[src/rtl/program_fetch.sv]
// Program fetch stage: walks a PC through a combinational program ROM and hands registered
// instructions to the decoder. Optional jmp predecode is enabled by FETCH_JMP_PREDECODE_EN.
module program_fetch #(
  parameter int ADDR_W   = 4,
  parameter int INSTR_W  = 16,
  parameter int RESET_PC = 0
) (
  input  logic               clk,
  input  logic               rst_n,
  input  logic               run,
  output logic [ADDR_W-1:0]  rom_addr,
  input  logic [INSTR_W-1:0] rom_data,
  output logic [INSTR_W-1:0] instr,
  output logic [ADDR_W-1:0]  instr_pc,
  output logic               instr_valid,
  input  logic               instr_ready,
  input  logic               redirect_valid,
  input  logic [ADDR_W-1:0]  redirect_target,
  output logic [1:0]         state_dbg
);

  localparam logic [1:0] IDLE  = 2'd0;
  localparam logic [1:0] FETCH = 2'd1;
  localparam logic [1:0] HOLD  = 2'd2;

  logic [1:0]        state;
  logic [ADDR_W-1:0] pc;
  logic              active;
  logic              xfer;
  logic              capture;
  logic              is_jmp;
  logic [ADDR_W-1:0] jmp_target;

  // Decoder handshake: a word moves on an edge where instr_valid && instr_ready; once raised,
  // instr_valid and its payload stay put until that edge or a redirect/reset discards them.
  assign xfer    = instr_valid && instr_ready;
  assign active  = (state == FETCH) || (state == HOLD);
  assign capture = active && run && (!instr_valid || instr_ready);

`ifdef FETCH_JMP_PREDECODE_EN
  assign is_jmp     = (rom_data[INSTR_W-1 -: 4] == 4'b1000);
  assign jmp_target = ADDR_W'(rom_data[11:8]);
`else
  assign is_jmp     = 1'b0;
  assign jmp_target = pc;
`endif

  assign rom_addr  = pc;
  assign state_dbg = state;

  always_ff @(posedge clk or negedge rst_n) begin
    if (!rst_n) begin
      state       <= IDLE;
      pc          <= ADDR_W'(RESET_PC);
      instr       <= '0;
      instr_pc    <= '0;
      instr_valid <= 1'b0;
    end else if (redirect_valid) begin
      // Redirect wins over everything, including a capture on the same edge.
      pc          <= redirect_target;
      instr_valid <= 1'b0;
      state       <= run ? FETCH : IDLE;
    end else if (capture) begin
      state <= FETCH;
      if (is_jmp) begin
        pc          <= jmp_target;
        instr_valid <= 1'b0;
      end else begin
        instr       <= rom_data;
        instr_pc    <= pc;
        instr_valid <= 1'b1;
        pc          <= pc + ADDR_W'(1);
      end
    end else begin
      if (xfer) instr_valid <= 1'b0;
      case (state)
        IDLE: if (run) state <= FETCH;
        FETCH, HOLD: begin
          if (instr_valid && !instr_ready) state <= HOLD;
          else if (!run)                   state <= IDLE;
          else                             state <= FETCH;
        end
        default: state <= IDLE;
      endcase
    end
  end

endmodule

[config.mk]
export PLATFORM = sky130hd
export DESIGN_NAME = program_fetch
export DESIGN_NICKNAME = d
export VERILOG_FILES = /design/src/rtl/program_fetch.sv
export SDC_FILE = /design/constraint.sdc
export NUM_CORES = 1
export LEC_CHECK = 0
export CAP_MARGIN = 20
export CORE_MARGIN = 2
export CORE_UTILIZATION = 44
export DETAILED_ROUTE_END_ITERATION = 10
export PLACE_DENSITY = 0.93
export SLEW_MARGIN = 20
export SYNTH_ARGS = -nofsm -noshare
export SYNTH_HDL_FRONTEND = slang
export SYNTH_SLANG_ARGS = --single-unit
[constraint.sdc]
create_clock -name clk -period 4.65 [get_ports clk]
set_input_delay 0.93 -clock clk [delete_from_list [all_inputs] [get_ports clk]]
set_output_delay 0.93 -clock clk [all_outputs]
set_load 0.1 [all_outputs]
### Word level (Yosys, flattened, before mapping)

Cells that the tools add are included.

* ROM bits: 0
* bits in writable memories: 0
* output and inout port bits: 27
* memories: 0
* bits in latches: 0
* input bits: 25
* register bits after elaboration: 27

* bitwise gates (word level): 1
* div/mod/pow operators: 0
* shifts and indexed selects: 0
* add/sub/neg operators: 1
* equality and inequality tests: 3
* mux-type cells: 11
* reduce and logical (&&, ||, !) cells: 13
* order comparisons: 0
* multipliers: 0

Operator list (count)
* $mux W2: 4
* $mux W4: 2
* $add A4 B1 Y4 const B: 1
* $logic_and A1 B1 Y1: 4
* $mux W1: 4
* $ne A4 B4 Y1 const B: 1
* $pmux W2 S2: 1
* $reduce_bool A3 Y1: 1
* $eq A2 B1 Y1 const B: 1
* $eq A2 B2 Y1 const B: 1
* $logic_not A1 Y1: 2
* $logic_not A2 Y1: 1
* $logic_or A1 B1 Y1: 2
* $reduce_and A2 Y1: 1
* $reduce_bool A2 Y1: 1
* $reduce_or A2 Y1: 1
* $not A1 Y1: 1

### Depth between registers and ports, before layout

* depth in word-level cells: 6
* gate-level depth with buffers: 6

### Worst setup path after synthesis

No wires, ideal clock.

* path kind: register to register
* start: register state[1] (netlist: state_dbg[1])
* end: register instr_pc[0]
* setup time: 126 ps
* path slack: 2376 ps
* arrival: 2148 ps
* stages on the path, launching flop included: 7
* cells stage by stage: dfrtp_1 inv_1 ha_1 nand2_2 nor3_4 buf_6 mux2_2

* word-level cells in the longest chain between the ends: 5

RTL lines
* start: declaration: RTL line 26 `logic [1:0] state;`
* start signal: assignment: RTL line 62 `state <= run ? FETCH : IDLE;`
* $eq A2 B1 Y1 or $eq A2 B2 Y1 (tied branches): RTL line 37 `assign active = (state == FETCH) || (state == HOLD);`
* $logic_or A1 B1 Y1 *: RTL line 37
* $logic_and A1 B1 Y1 * (2 in series): RTL line 38 `assign capture = active && run && (!instr_valid || instr_ready);`
* $reduce_and A2 Y1 (no source line) *
* end signal: assignment: RTL line 70 `instr_pc <= pc;`
* end: declaration: RTL line 14 `output logic [ADDR_W-1:0] instr_pc,`

Mark *: on every way between the ends. The rest lies on a longest branch, timed or not.
A chain may end at the register's enable or synchronous reset.

### Worst setup path in the final report

* start: register pc[0] (netlist: rom_addr[0])
* end: output rom_addr[0]

RTL lines
* start: declaration: RTL line 27 `logic [ADDR_W-1:0] pc;`
* start signal: assignment: RTL line 54 `pc <= ADDR_W'(RESET_PC);`
* start signal: assignment: RTL line 60 `pc <= redirect_target;`
* start signal: assignment: RTL line 66 `pc <= jmp_target;`
* end: declaration: RTL line 11 `output logic [ADDR_W-1:0] rom_addr,`

No word-level cell between the ends.

==> results.md <==
| Group | Metric | Reported |
| --- | --- | --- |
| die | Total core area | 0.00252 sq mm |
| logic synthesis | Largest cells by area after synthesis | dfrtp_1 57%, mux2_2 19%, ha_1 3.2% |
| logic synthesis | Mux cell area share after synthesis | 19.0% |
| logic synthesis | Ys Warns | 0 |
| timing | Final number of hold-violating endpoints | 0 |
| die | Starting density of the core | 47.0% |
| cts | Clock transition at path regs | 0.13 ns |
| finish | Nets | 171 |
| cts | Number of buffers inserted for hold repair after clock tree synthesis | 0 |
| cts | Depth of the CTS H-tree | 1 |
| detailed routing | Iteration count of the initial detailed-routing pass | 7 |
| cts | Post-CTS Resized | 0 |
| power and ir drop | Reported leakage power | 0.709 nW |
| timing | Relative slew slack | 34.1% |
| finish | Filler instances | 191 |
| global routing | Global-route track usage on met2 | 27.7% |
| timing | Worst-margin pin slew | 0.985 ns |
| logic synthesis | Area share of the largest cell type after synthesis | 57.0% |
| global routing | Global-route track usage on met1 | 21.6% |
| logic synthesis | Synth unique cells | 23 |
| logic synthesis | Number of register bits inferred by synthesis | 27 |
| cts | Clock latency on the worst-skew pair | 0.33 ns |
| placed design | Cell area reported after detailed placement | 0.00171 sq mm |
| job | Max capacitance violation total | 0 |
| logic synthesis | Cell type with the highest aggregate area in the netlist | dfrtp_1 |
| critical path | CP delay by family, top | buffers and inverters |
| cts | Buffer depth of the longest clock path | 2 |
| die | Top-level I/O count | 52 |
| global routing | Vias in the first global route | 910 |
| global routing | Number of antenna violations at the first check in global routing | 0 |
| global routing | Pin count of the biggest net entering global routing | 28 |
| timing | Setup TNS | 0 ns |
| detailed routing | Post-detailed-route via-to-cell ratio | 5.12 |
| detailed routing | Violation count after the first detailed-routing iteration | 17 |
| critical path | Type of origin of the critical path | flip-flop |
| logic synthesis | Post-synthesis share of cell area spent on and, or, nand and nor gates | 10.8% |
| placed design | Place WS | 1.75 ns |
| global routing | First-pass GRT wire length | 4210 um |
| die | Number of cell rows | 18 |
| critical path | CP max stage delay | 1.17 ns |
| cts | CTS tree | yes |
| global routing | Gr ovfl total | 0 |
| finish | Post-route cell area | 0.00174 sq mm |
| timing | Minimum setup slack in the final design | 1.76 ns |
| logic synthesis | Post-synthesis instance area | 0.00119 sq mm |
| logic synthesis | Synthesized-area fraction occupied by adder cells | 3.16% |
| logic synthesis | Dominant combinational cell family by area after synthesis | multiplexers |
| finish | Seq. cell area | 676 sq um |
| die | Die span in x | 55.9 um |
| logic synthesis | Post-synthesis cell count | 89 |
| cts | CTS Sinks | 27 |
| timing | Fin crit period | 2.89 ns |
| status | Status | complete, no violations |
| placed design | Number of port buffers | 51 |
| logic synthesis | Synthesized area divided by synthesized cell count | 13.3 sq um |
| critical path | Cells along the critical path | clkdlybuf4s50_1 |
| global routing | Top Usage Layer GRT | met2 |
| timing | Post-Route Skew | 0.0118 ns |
| critical path | Arrival time of the worst setup path | 1.96 ns |
| cts | Post CTS Setup Buffer Count | 0 |
| timing | WHS | 0.522 ns |
| die | Die Y | 55.9 um |
| critical path | Master of the slowest instance on the critical path | clkdlybuf4s50_1 |
| logic synthesis | Register area share after synthesis | 57.0% |
| timing | Fmax | 346 MHz |
| global routing | Aggregate global-route resource usage | 17.2% |
| die | Total Die Area | 0.00313 sq mm |
| logic synthesis | Compound-gate portion of the synthesized area | 6.01% |
| critical path | Endpoint type of the worst setup path | output pin |
| critical path | Number of buffer and inverter instances along the worst setup path | 1 |
| timing | RSZ-0062 raised after global routing | false |
| global routing | Routing usage on met3 | 5.12% |
| worst hold path | HP Class | flip-flop to flip-flop |
| finish | Multi-input logic area | 462 sq um |
| detailed routing | Final Routed Wirelength | 2530 um |
| detailed routing | # DRC | 0 |
| power and ir drop | Pwr Density | 710 mW/mm^2 |
| finish | Share of cells above drive strength 1 | 21.1% |
| finish | Number of antenna diodes | 0 |
| critical path | Maximum fanout count along the critical path | 6 |
| timing | Final-report max-slew violation count | 0 |
| logic synthesis | Xor and xnor area share after synthesis | 0% |
| cts | CTS buffer count | 3 |
| critical path | Crit Path Class | flip-flop to output pin |
| timing | Fin crit share | 62.2% |
| placed design | Detail Placement HPWL | 1930 um |
| detailed routing | Residual antenna-violating net count after detailed routing | 0 |
| critical path | Data required time of the worst path | 3.72 ns |
| power and ir drop | VDD IR max | 0.000569 V |
| finish | Leading cell types in the layout, fill and taps excluded | 51 x clkdlybuf4s50_1, 27 x dfrtp_1, 20 x mux2_2 |
| finish | Most common library cell in the layout ignoring fill and taps | clkdlybuf4s50_1 |
| placed design | Global placer's final weighted congestion | 0.894 |
| detailed routing | Drt wl/cell | 14.7 um |
| detailed routing | Total via count after detailed routing | 880 |
| timing | Final setup violation count | 0 |
| cts | Clock root buffer | clkbuf_4 |
| finish | Area growth from synthesis to layout | 46.3% |
| logic synthesis | Post-synth net total | 117 |
| power and ir drop | Total power | 1.23 mW |
[cells in the mapped netlist]
cell type and instances:
ha_1 3, buf_6 3, nor3_4 1, a21oi_1 2
inv_1 4, or2b_1 1, o311ai_1 1, nor2_1 4
and2_1 1, nand2_1 3, nand4_1 1, o311ai_0 2
or2_2 2, o22ai_1 1, o21ai_0 2, nand2b_1 1
nor2b_4 1, or3_1 1, dfrtp_1 27, mux2_2 20
nand2_2 1, nand3_1 4, a31oi_1 3
[report_power, final]
part           internal [mW]  switching (mW)
clock network         0.0323          0.0689
logic                  0.193           0.597
registers              0.303          0.0395
total                  0.528           0.705
[cell type report]
class                      count  share of cell area [%]
timing repair buffer          52                    29.8
multi-input combinational     55                    26.6
clock inverter                 1                   0.288
tap                           30                    2.16
clock buffer                   3                    1.30
sequential                    27                    38.9
inverter                       4                   0.865
[registers in the layout, summed over array words and instances, names as in the netlist]
register     count
instr           16
rom_addr         4
state_dbg        2
instr_pc         4
instr_valid      1
[worst paths after layout]
path                              start     endpoint  slack (ns)  cells after the start
max                         rom_addr[0]  rom_addr[0]        1.76                      1
min                           instr[12]    instr[12]        0.52                      1
max reg2reg                state_dbg[0]    instr[11]        2.48                      5
min reg2reg                   instr[12]    instr[12]        0.52                      1
max in group asynchronous         rst_n    instr[13]        3.44                      2
min in group asynchronous         rst_n     instr[9]        0.94                      2
[cell families (layout without fill, tap and decap cells)]
group | count (synthesis) | in the layout
compound gates | 11 | 11
fa+ha+maj | 3 | 3
mux | 20 | 20
flops | 27 | 27
buf+inv | 7 | 60
simple gates | 21 | 21
[layer usage]
| layer | share of wire (%) | wire length, um | vias up |
|---|---|---|---|
| li1 | - | - | 423 |
| met1 | 44 | 1120 | 418 |
| met2 | 48 | 1230 | 32 |
| met3 | 5.4 | 136 | 7 |
| met4 | 1.7 | 44 | 0 |
| met5 | 0 | 0 | - |
[stage by stage]
step,cells,utilization (%)
floorplan,89,-
detailed placement,168,67.7
global placement,168,67.7
global route,172,68.8
CTS,172,68.8
finish,172,68.8
No activity file was read; power rests on OpenSTA's default activity.
